$ cat src/rtl/uart_baud_if.sv
// Control/status bundle of the fractional UART baud generator.
// The master drives the divisor and control inputs; the slave (the generator) drives the tick strobes.
interface uart_baud_if #(
    parameter int DIV_W  = 16,
    parameter int FRAC_W = 4
);
    logic              en;
    logic [DIV_W-1:0]  div_int;
    logic [FRAC_W-1:0] div_frac;
    logic              div_load;
    logic              rx_restart;
    logic              rx_tick;
    logic              tx_tick;
    logic              rx_sample;

    modport master (
        output en, div_int, div_frac, div_load, rx_restart,
        input  rx_tick, tx_tick, rx_sample
    );

    modport slave (
        input  en, div_int, div_frac, div_load, rx_restart,
        output rx_tick, tx_tick, rx_sample
    );
endinterface

$ cat src/rtl/uart_baud_gen.sv
// Fractional-N UART baud generator: oversample tick, bit-rate tick and a re-phaseable
// mid-bit sampling strobe, with a glitch-free shadowed divisor.
module uart_baud_gen #(
    parameter int DIV_W      = 16,
    parameter int FRAC_W     = 4,
    parameter int OVERSAMPLE = 16
) (
    input  logic         clk,
    input  logic         rst,
    uart_baud_if.slave   bus
);
    localparam int OS_W = (OVERSAMPLE > 2) ? $clog2(OVERSAMPLE) : 1;
    localparam logic [OS_W-1:0] OS_LAST = OS_W'(OVERSAMPLE - 1);
    localparam logic [OS_W-1:0] OS_HALF = OS_W'(OVERSAMPLE / 2);

    // Interval state
    logic [DIV_W-1:0]  cnt_reg;
    logic [FRAC_W-1:0] acc_reg;
    logic [DIV_W:0]    len_reg;

    // Active divisor (used by running intervals) and shadow divisor (written by div_load)
    logic [DIV_W-1:0]  act_int_reg;
    logic [FRAC_W-1:0] act_frac_reg;
    logic [DIV_W-1:0]  sh_int_reg;
    logic [FRAC_W-1:0] sh_frac_reg;

    // Oversample counters and registered strobes
    logic [OS_W-1:0]   tx_os_reg;
    logic [OS_W-1:0]   rx_os_reg;
    logic              rx_tick_reg;
    logic              tx_tick_reg;
    logic              rx_sample_reg;

    // Combinational interval bookkeeping
    logic [DIV_W-1:0]  eff_int;
    logic [FRAC_W:0]   frac_sum;
    logic              start;
    logic [DIV_W:0]    len_now;
    logic              boundary;

    always_comb begin
        eff_int  = (act_int_reg == '0) ? DIV_W'(1) : act_int_reg;
        frac_sum = {1'b0, acc_reg} + {1'b0, act_frac_reg};
        start    = (cnt_reg == '0);
        // The length is fixed on the first cycle of an interval and then held in len_reg,
        // so a divisor change can never stretch or cut an interval already in progress.
        len_now  = start ? ({1'b0, eff_int} + {{DIV_W{1'b0}}, frac_sum[FRAC_W]}) : len_reg;
        boundary = ({1'b0, cnt_reg} == (len_now - (DIV_W+1)'(1)));
    end

    always_ff @(posedge clk) begin
        if (rst) begin
            sh_int_reg  <= DIV_W'(1);
            sh_frac_reg <= '0;
        end else if (bus.div_load) begin
            sh_int_reg  <= bus.div_int;
            sh_frac_reg <= bus.div_frac;
        end
    end

    always_ff @(posedge clk) begin
        if (rst) begin
            cnt_reg       <= '0;
            acc_reg       <= '0;
            len_reg       <= (DIV_W+1)'(1);
            act_int_reg   <= DIV_W'(1);
            act_frac_reg  <= '0;
            tx_os_reg     <= '0;
            rx_os_reg     <= '0;
            rx_tick_reg   <= 1'b0;
            tx_tick_reg   <= 1'b0;
            rx_sample_reg <= 1'b0;
        end else if (!bus.en) begin
            cnt_reg       <= '0;
            acc_reg       <= '0;
            len_reg       <= (DIV_W+1)'(1);
            act_int_reg   <= sh_int_reg;
            act_frac_reg  <= sh_frac_reg;
            tx_os_reg     <= '0;
            rx_os_reg     <= '0;
            rx_tick_reg   <= 1'b0;
            tx_tick_reg   <= 1'b0;
            rx_sample_reg <= 1'b0;
        end else begin
            if (start) begin
                acc_reg <= frac_sum[FRAC_W-1:0];
                len_reg <= len_now;
            end

            if (boundary) begin
                cnt_reg     <= '0;
                rx_tick_reg <= 1'b1;
                // A load on the boundary edge bypasses the shadow so the very next interval uses it
                act_int_reg  <= bus.div_load ? bus.div_int  : sh_int_reg;
                act_frac_reg <= bus.div_load ? bus.div_frac : sh_frac_reg;
                if (tx_os_reg == OS_LAST) begin
                    tx_os_reg   <= '0;
                    tx_tick_reg <= 1'b1;
                end else begin
                    tx_os_reg   <= tx_os_reg + OS_W'(1);
                    tx_tick_reg <= 1'b0;
                end
            end else begin
                cnt_reg     <= cnt_reg + DIV_W'(1);
                rx_tick_reg <= 1'b0;
                tx_tick_reg <= 1'b0;
            end

            // Restart re-phases the sampling strobe half a bit ahead and swallows a coincident tick
            if (bus.rx_restart) begin
                rx_os_reg     <= OS_HALF;
                rx_sample_reg <= 1'b0;
            end else if (boundary) begin
                if (rx_os_reg == OS_LAST) begin
                    rx_os_reg     <= '0;
                    rx_sample_reg <= 1'b1;
                end else begin
                    rx_os_reg     <= rx_os_reg + OS_W'(1);
                    rx_sample_reg <= 1'b0;
                end
            end else begin
                rx_sample_reg <= 1'b0;
            end
        end
    end

    assign bus.rx_tick   = rx_tick_reg;
    assign bus.tx_tick   = tx_tick_reg;
    assign bus.rx_sample = rx_sample_reg;
endmodule

$ cat src/flat_wrapper.sv
// flat-port wrapper written by rule: the top's interface ports become plain ports
module uart_baud_gen_flat 
#(
    parameter int DIV_W      = 16,
    parameter int FRAC_W     = 4,
    parameter int OVERSAMPLE = 16
)
  (clk, rst, bus_en, bus_div_int, bus_div_frac, bus_div_load, bus_rx_restart, bus_rx_tick, bus_tx_tick, bus_rx_sample);
  uart_baud_if #(.DIV_W(DIV_W), .FRAC_W(FRAC_W)) bus_i ();
  input  logic clk;
  input  logic rst;
  input wire logic [$bits(bus_i.en)-1:0] bus_en;
  input wire logic [$bits(bus_i.div_int)-1:0] bus_div_int;
  input wire logic [$bits(bus_i.div_frac)-1:0] bus_div_frac;
  input wire logic [$bits(bus_i.div_load)-1:0] bus_div_load;
  input wire logic [$bits(bus_i.rx_restart)-1:0] bus_rx_restart;
  output wire logic [$bits(bus_i.rx_tick)-1:0] bus_rx_tick;
  output wire logic [$bits(bus_i.tx_tick)-1:0] bus_tx_tick;
  output wire logic [$bits(bus_i.rx_sample)-1:0] bus_rx_sample;
  assign bus_i.en = bus_en;
  assign bus_i.div_int = bus_div_int;
  assign bus_i.div_frac = bus_div_frac;
  assign bus_i.div_load = bus_div_load;
  assign bus_i.rx_restart = bus_rx_restart;
  assign bus_rx_tick = bus_i.rx_tick;
  assign bus_tx_tick = bus_i.tx_tick;
  assign bus_rx_sample = bus_i.rx_sample;
  uart_baud_gen #(.DIV_W(DIV_W), .FRAC_W(FRAC_W), .OVERSAMPLE(OVERSAMPLE)) u_core (.clk(clk), .rst(rst), .bus(bus_i));
endmodule
$ cat config.mk
export PLATFORM = sky130hd
export DESIGN_NAME = uart_baud_gen_flat
export DESIGN_NICKNAME = d
export VERILOG_FILES = /design/src/rtl/uart_baud_if.sv /design/src/rtl/uart_baud_gen.sv /design/src/flat_wrapper.sv
export SDC_FILE = /design/constraint.sdc
export NUM_CORES = 1
export LEC_CHECK = 0
export ABC_AREA = 1
export BUFFER_PORTS_ARGS = -buffer_cell sky130_fd_sc_hd__buf_4
export CAP_MARGIN = 20
export CORE_UTILIZATION = 41
export DETAILED_ROUTE_END_ITERATION = 8
export PLACE_DENSITY = 0.65
export SYNTH_ARGS = -nofsm -noshare
export SYNTH_HDL_FRONTEND = slang
export SYNTH_SLANG_ARGS = --single-unit
$ cat constraint.sdc
create_clock -name clk -period 3.3 [get_ports clk]
set_input_delay 0.33 -clock clk [delete_from_list [all_inputs] [get_ports clk]]
set_output_delay 0.33 -clock clk [all_outputs]
set_load 0.03 [all_outputs]
==> results of run 1 <==
routing by layer:
| layer | routed length [um] | vias to the layer above |
|---|---|---|
| met2 | 6480 | 132 |
| met5 | 0 | - |
| met4 | 420 | 0 |
| li1 | - | 2797 |
| met1 | 6710 | 2411 |
| met3 | 595 | 28 |
layout make-up:
| cell class | instances | area, um^2 |
|---|---|---|
| Inverter | 91 | 358 |
| Clock inverter | 7 | 86.3 |
| Multi-Input combinational cell | 604 | 3450 |
| Fill cell | 1284 | 5570 |
| Timing Repair Buffer | 119 | 957 |
| Clock buffer | 9 | 225 |
| Sequential cell | 88 | 1760 |
| Tap cell | 172 | 215 |
logic make-up (layout without fill, tap and decap cells):
group	after synthesis	after routing
AOI/OAI and AO/OA	70	70
xor gates and xnor gates	16	16
adders and majority gates	12	12
buffers and inverters	112	226
DFF	88	88
muxes	18	18
and+or+nand+nor	486	488
worst max path at each step:
stage                                       from               endpoint  cells past startpoint
after detailed placement  u_core.act_frac_reg[0]  u_core.act_int_reg[6]                     27
after floorplan                u_core.acc_reg[0]      u_core.cnt_reg[4]                     25
after global placement         u_core.acc_reg[0]    u_core.rx_os_reg[2]                     26
after global routing           u_core.acc_reg[0]    u_core.tx_os_reg[0]                     27
final                          u_core.acc_reg[0]      u_core.cnt_reg[0]                     26
after CTS                 u_core.act_frac_reg[0]  u_core.act_int_reg[2]                     26
what timing repair did:
action | 4_1_cts | 5_1_grt
buffers inserted | 5 | 3
hold buffers | 0 | 0
setup endpoints to repair | 47 | 47
hold endpoints to repair | 0 | 0
gates resized for setup | 44 | 41
cloned | 2 | 1
pin swaps | 20 | 23
worst max-delay path, cell delays in order, from the launching register on:
cell,delay [ps]
dfxtp_2,340
ha_4,160
fa_2,340
a21oi_2,130
o21bai_1,90
ha_2,200
buf_4,150
nand3_2,80
inv_2,50
nand2_1,60
nand2_1,90
nand3_2,90
nand2_4,80
nor2_4,190
nand2_1,100
nor2_2,150
nand3_1,100
nand3_1,120
nand2_1,60
inv_1,50
nand2_1,90
nor2_4,190
nand2_8,110
nand2_8,130
clkinv_8,110
nand2_4,130
nor2_2,60
placed cells by master (no fill, tap or decap), drive strengths merged, types with 2 or more instances in the layout:
cell type	instances
ha	11
nand3b	6
or2	4
clkinvlp	2
o21ai	31
inv	92
nand4	10
o21bai	2
buf	119
nor4	5
nand2	241
clkinv	3
nand3	86
nor2	125
nor3	10
mux2i	18
clkbuf	9
xor2	12
a21oi	34
dfxtp	88
xnor2	4
power groups by stage:
stage                     clock (mW)  combinational [mW]  sequential (mW)
after floorplan                    0               0.470             1.16
after global placement             0               0.742             1.15
after detailed placement           0               0.746             1.15
after CTS                       1.13               0.811             1.13
after global routing            1.17               0.960             1.13
final                           1.10               0.877             1.13
stage by stage:
stage                     setup slack (ps)  hold slack (ps)  TNS [ps]  instances   util
after detailed placement              -369              472    -13700       1063  0.501
after global routing                  -520              234    -22250       1090  0.559
after global placement                -358              464    -13610       1063  0.501
final                                 -298              219    -11660       1090  0.559
after CTS                             -238              211     -9590       1086  0.545
after floorplan                      -81.4              415     -1000        802      -
==> summary.md, run 1 <==
| Metric | Value |
|---|---|
| Outcome | `complete, but fails checks` |
| Failing checks | `negative setup slack` |
| Required @ worst endpoint | `3540 ps` |
| Setup violators final | `47` |
| Post-route cell area | `7050 um^2` |
| Slew Limit Fails | `0` |
| Ant diodes | `0` |
| Root Buffer | `clkbuf_16` |
| Reg2reg end | `u_core.cnt_reg[0]` |
| Largest net degree at the start of global routing | `40` |
| Max FFs per register | `17` |
| Endpoint, Worst Hold | `u_core.sh_int_reg[0]` |
| Number of DRC markers in iteration 0 | `276` |
| Post-synthesis sequential area ratio | `0.332` |
| Internal | `2.09 mW` |
| Worst slew margin | `0.592` |
| Clock share of power | `0.354` |
| Post-synth EDFFs | `0` |
| Maximum vdd drop | `0.405 mV` |
| Synthesized Nets | `839` |
| Simple-Gate Fraction of Synth Area | `0.419` |
| Sw Ratio | `0.327` |
| FF-to-FF path depth | `26` |
| Gr busiest metal | `met2` |
| PortBufs | `27` |
| WL final | `14200 um` |
| Vias in the first global route | `4940` |
| Reg2reg setup slack | `-300 ps` |
| Hold path cells | `3` |
| Avg Synthesized Cell Area | `6.61 um^2` |
| Comb power frac | `0.282` |
| Most common cell in the netlist | `nand2_1` |
| Initial antenna violation count | `0` |
| I/O Pins | `28` |
| Synth warn | `0` |
| Grt ovf | `0` |
| Final Hold Violating Endpoints | `0` |
| DRT antenna net count | `0` |
| Yosys reg bits | `88` |
| FFs w/ async S/R, synth | `0` |
| Crit. End Element | `register` |
| Clock latency on the worst-skew pair | `350 ps` |
| Grt met1 use | `0.297` |
| Hpwl dp | `10300 um` |
| Cell Pwr Density | `440 nW/um^2` |
| Die height | `116 um` |
| Leak Pwr | `3.12 nW` |
| Share of layout cells above drive strength 1 | `0.286` |
| CP Class | `reg2reg` |
| Synth unique cells | `39` |
| Mux share of post-synthesis cell area | `0.0340` |
| H-tree levels | `3` |
| Yosys top cell area share | `0.332` |
| Most frequent cells after synthesis | `nand2_1, nor2_1, dfxtp_1, inv_1, nand3_1` |
| Initial Util | `0.420` |
| Layout area overhead | `33.0%` |
| Synth Area in Adders | `0.0297` |
| Flop pwr share | `0.364` |
| CTS tree | `built` |
| Worst Hold Launch | `bus_div_int[0]` |
| Total track usage | `0.224` |
| Clock sink total | `88` |
| Final Cycle Share | `1.09` |
| Max Freq | `0.278 GHz` |
| Net Sw Power | `1.02 mW` |
| Clk pin slew, worst setup/hold paths | `70 ps` |
| Detailed Routing Iterations Pass 1 | `5` |
| Placer Congestion | `0.882` |
| Global-route wire length before repair | `23400 um` |
| Die Area | `13400 um^2` |
| Synth area leaders | `dfxtp_1, nand2_1, nand3_1` |
| MaxCap Viol Count | `0` |
| Worst Clk Skew | `7.87 ps` |
| Final Power | `3.11 mW` |
| DRC errors left | `0` |
| Mapped Cells | `802` |
| Largest family of logic cells by synthesized area | `simple AND/OR/NAND/NOR gates` |
| Global-route met3 utilization | `0.0319` |
| Min Clock Period, post-route | `3600 ps` |
| DR vias/cell | `4.92` |
| Post-synth top flop | `dfxtp_1` |
| Unrepaired setup endpoints after global routing | `yes` |
| Worst R2R Start | `u_core.acc_reg[0]` |
| Drt wl/cell | `13.0 um` |
| Row cnt | `41` |
| Arrival time at the worst endpoint | `3840 ps` |
| Via count | `5368` |
| Cell Area, Placed | `6320 um^2` |
| Met2 usage | `0.363` |
| CTS max path bufs | `2` |
| Hold Crit Class | `in2reg` |
| Final setup margin | `-298 ps` |
| Core area | `12600 um^2` |
| Nets | `950` |
| Compound-cell area share of the yosys netlist | `0.0696` |
| Synthesized cell area | `5300 um^2` |
| Post-Synth XOR/XNOR Area | `0.0264` |
| Cts bufs inserted | `9` |
| CP Launch Type | `register` |
| Slew @ Worst Pin | `608 ps` |
| Leading area contributor after synthesis | `dfxtp_1` |
| Width of the die | `116 um` |
| Critical path fanouts, max | `8` |
Power figures use the tool's default switching activity.
==> run 2, diff against run 1 <==
--- a/config.mk
+++ b/config.mk
@@ -5,7 +5,7 @@
 export SDC_FILE = /design/constraint.sdc
 export NUM_CORES = 1
 export LEC_CHECK = 0
-export ABC_AREA = 1
+export ABC_AREA = 0
 export BUFFER_PORTS_ARGS = -buffer_cell sky130_fd_sc_hd__buf_4
 export CAP_MARGIN = 20
 export CORE_UTILIZATION = 41
==> run 2 against run 1 <==
Net effect:
- the run still ends with negative setup slack left
- register-to-register slack got worse by 670 ps
- non-clock buffer count increased by 34
- cell count decreased by 15%
- sequential cell count unchanged
- clock power decreased by 10%
- sequential share of layout area decreased by 0.64 points
- sequential power about the same
- wire length increased by 5.2%
- via count decreased by 4.4%
- global-route usage increased by 1.2 points
- first-iteration DRC count increased by 22%
- cell area increased by 2.6%
- critical path type unchanged
- highest routed layer unchanged
==> summary.md, run 2 <==
| Metric | Value |
|---|---|
| Post-route cell area | `7240 um^2 (was 7050 um^2)` |
| Uppermost layer routed | `met4 (unchanged)` |
| DR vias/cell | `5.57 (was 4.92)` |
| Final setup margin | `-968 ps (was -298 ps)` |
| WL final | `14900 um (was 14200 um)` |
| Ant diodes | `0 (unchanged)` |
| Global-route wire length before repair | `24300 um (was 23400 um)` |
| Commonest cells after routing, fill and taps aside | `buf_4, dfxtp_1, nor2_1, nor3_1, nand2_1 (was nand2_1, buf_4, dfxtp_1, nor2_1, inv_1)` |
| FFs w/ async S/R, synth | `0 (unchanged)` |
| Synth area leaders | `dfxtp_1, xnor2_1, mux2i_1 (was dfxtp_1, nand2_1, nand3_1)` |
| CP Launch Type | `register (unchanged)` |
| Maximum vdd drop | `0.277 mV (was 0.405 mV)` |
| Setup violators final | `47 (unchanged)` |
| DR WL met2 | `7110 um (was 6480 um)` |
| DR WL met3 | `696 um (was 595 um)` |
| Hold WS | `206 ps (was 219 ps)` |
| Die Area | `13200 um^2 (was 13400 um^2)` |
| Hpwl dp | `10600 um (was 10300 um)` |
| Post-synthesis sequential area ratio | `0.336 (was 0.332)` |
| Synth warn | `0 (unchanged)` |
| Yosys reg bits | `88 (unchanged)` |
| Largest net degree at the start of global routing | `58 (was 40)` |
| Post-Place Cells | `889 (was 1063)` |
| Sequential standard cell area | `1760 um^2 (unchanged)` |
| Post-synth EDFFs | `0 (unchanged)` |
| Outcome | `complete, but fails checks (unchanged)` |
| Commonest non-fill, non-tap cell in the layout | `buf_4 (was nand2_1)` |
| I/O Pins | `28 (unchanged)` |
| Initial Util | `0.428 (was 0.420)` |
| Clock latency on the worst-skew pair | `350 ps (about the same)` |
| Arrival time at the worst endpoint | `4480 ps (was 3840 ps)` |
| Final Non-Filler Cells | `922 (was 1090)` |
| Drt wl/cell | `16.2 um (was 13.0 um)` |
| Crit. End Element | `register (unchanged)` |
| Cts bufs inserted | `9 (unchanged)` |
| Final Hold Violating Endpoints | `0 (unchanged)` |
| Hold path cells | `3 (unchanged)` |
| Detailed Routing Iterations Pass 1 | `5 (unchanged)` |
| Total track usage | `0.236 (was 0.224)` |
| MaxCap Viol Count | `0 (unchanged)` |
| Via count | `5132 (was 5368)` |
| H-tree levels | `3 (unchanged)` |
| Most common cell in the netlist | `dfxtp_1 (was nand2_1)` |
| Final Power | `2.87 mW (was 3.11 mW)` |
| Multi-input logic area | `3640 um^2 (was 3450 um^2)` |
| Yosys top cell area share | `0.336 (was 0.332)` |
| Vias in the first global route | `4895 (was 4940)` |
| Grt ovf | `0 (unchanged)` |
| Clk pin slew, worst setup/hold paths | `70 ps (about the same)` |
| Unrepaired setup endpoints after global routing | `yes (unchanged)` |
| Nets | `786 (was 950)` |
| Worst slew margin | `0.503 (was 0.592)` |
| Failing checks | `negative setup slack (unchanged)` |
| Most frequent cells after synthesis | `dfxtp_1, nor2_1, nor3_1, nand2_1, o21ai_0 (was nand2_1, nor2_1, dfxtp_1, inv_1, nand3_1)` |
| Leading area contributor after synthesis | `dfxtp_1 (unchanged)` |
| Mapped Cells | `628 (was 802)` |
| CTS max path bufs | `2 (unchanged)` |
| Clock sink total | `88 (unchanged)` |
| Width of the die | `115 um (was 116 um)` |
| Die height | `115 um (was 116 um)` |
| Share of layout cells above drive strength 1 | `0.338 (was 0.286)` |
| FF-to-FF path depth | `20 (was 26)` |
| Layout area overhead | `38.1% (was 33.0%)` |
| Cell Area, Placed | `6370 um^2 (was 6320 um^2)` |
| Slew Limit Fails | `0 (unchanged)` |
| Max Freq | `0.234 GHz (was 0.278 GHz)` |
| Metal-1 WL | `6740 um (was 6710 um)` |
| Row cnt | `40 (was 41)` |
| Critical path fanouts, max | `8 (unchanged)` |
| Root Buffer | `clkbuf_16 (unchanged)` |
| CP Class | `reg2reg (unchanged)` |
| Number of DRC markers in iteration 0 | `336 (was 276)` |
| CTS tree | `built (unchanged)` |
| Min Clock Period, post-route | `4270 ps (was 3600 ps)` |
| Placer Congestion | `0.865 (was 0.882)` |
| Synthesized cell area | `5240 um^2 (was 5300 um^2)` |
| Avg Synthesized Cell Area | `8.35 um^2 (was 6.61 um^2)` |
| Final Cycle Share | `1.29 (was 1.09)` |
| PortBufs | `27 (unchanged)` |
| Max FFs per register | `17 (unchanged)` |
| Initial antenna violation count | `0 (unchanged)` |
| Worst Clk Skew | `11.5 ps (was 7.87 ps)` |
| Setup_tns | `-41500 ps (was -11660 ps)` |
| Synth unique cells | `63 (was 39)` |
| Slew @ Worst Pin | `738 ps (was 608 ps)` |
| Required @ worst endpoint | `3510 ps (was 3540 ps)` |
| Leak Pwr | `2.84 nW (was 3.12 nW)` |
| Hold Crit Class | `in2reg (unchanged)` |
| DRC errors left | `0 (unchanged)` |
| Cell Pwr Density | `396 nW/um^2 (was 440 nW/um^2)` |
| Synthesized Nets | `665 (was 839)` |
| Fillers | `1029 (was 1284)` |
| Post-synth top flop | `dfxtp_1 (unchanged)` |
| DRT antenna net count | `0 (unchanged)` |
| Core area | `12300 um^2 (was 12600 um^2)` |
-- run 2: changes by cell type after synthesis, moves of 11 or more --
cell,before,now
nand2_1,227,32
inv_1,86,28
nand3_1,84,29
nor2_1,98,55
nor3_1,10,38
xnor2_1,4,27
nor2_2,17,0
buf_2,2,16
o21bai_1,2,16
clkbuf_1,10,23
a21oi_1,34,23
a221oi_2,0,11
-- run 2: worst paths after layout --
check | start | to | slack (ps)
setup / recovery | u_core.act_frac_reg[0] | u_core.cnt_reg[9] | -970
hold / removal | bus_div_int[0] | u_core.sh_int_reg[0] | 210
setup reg to reg | u_core.act_frac_reg[0] | u_core.cnt_reg[9] | -970
hold reg to reg | u_core.acc_reg[3] | u_core.acc_reg[3] | 470
-- run 2: stage by stage --
stage,util,worst slack (ps)
2_1_floorplan,-,-684
3_3_place_gp,0.520,-1070
3_5_place_dp,0.520,-1180
4_1_cts,0.571,-938
5_1_grt,0.590,-1150
6_report,0.590,-968
-- run 2: logic make-up (layout without fill, tap and decap cells) --
kind of cell             after synthesis  after routing  synth area share
multiplexers                          25             25            0.0482
XOR/XNOR                              39             39            0.0678
flip-flops                            88             88             0.336
adder cells (fa/ha/maj)               12             12            0.0301
AND/OR/NAND/NOR                      241            241             0.246
buffers and inverters                 71            197            0.0575
AO/OA/AOI/OAI                        152            152             0.214
-- run 2: critical path, cell delays in order, from the launching register on --
cell      delay, ps
dfxtp_2         340
ha_4            160
fa_2            330
a21o_1          170
a21o_1          190
ha_4            190
ha_4            160
nand4_1         140
nor4_2           60
xnor2_1         130
buf_4           150
a21oi_4          60
or4_4           520
or3_4           390
a221oi_4        270
nand4_1         190
buf_6           180
nor2_4          170
buf_12          140
buf_12          120
nor3_1           50
-- run 2: final cells by class --
type,instances,share of cell area
Clock buffer,10,0.0330
Clock inverter,6,0.00588
Inverter,28,0.0145
Multi-Input combinational cell,469,0.502
Sequential cell,88,0.244
Tap cell,168,0.0290
Timing Repair Buffer,153,0.172
-- run 2: report_power, final --
part / switching, mW / leakage [nW] / total (mW) / internal (mW)
clock: 0.453 / 0.135 / 0.987 / 0.534
combinational: 0.392 / 1.99 / 0.747 / 0.355
sequential: 0.0286 / 0.719 / 1.13 / 1.11
total: 0.874 / 2.84 / 2.87 / 1.99
-- run 2: metal layers --
layer,up-vias,global-route usage
met1,2425,0.310
met4,0,0.0996
met2,138,0.388
met5,-,0
met3,25,0.0337
li1,2544,-
-- run 2: timing repair --
action                     in CTS  in global routing
setup endpoints to repair      47                 47
buffers inserted               13                  5
pin swaps                      22                 22
hold buffers                    0                  0
resized for setup              44                 41
cloned                          2                  0
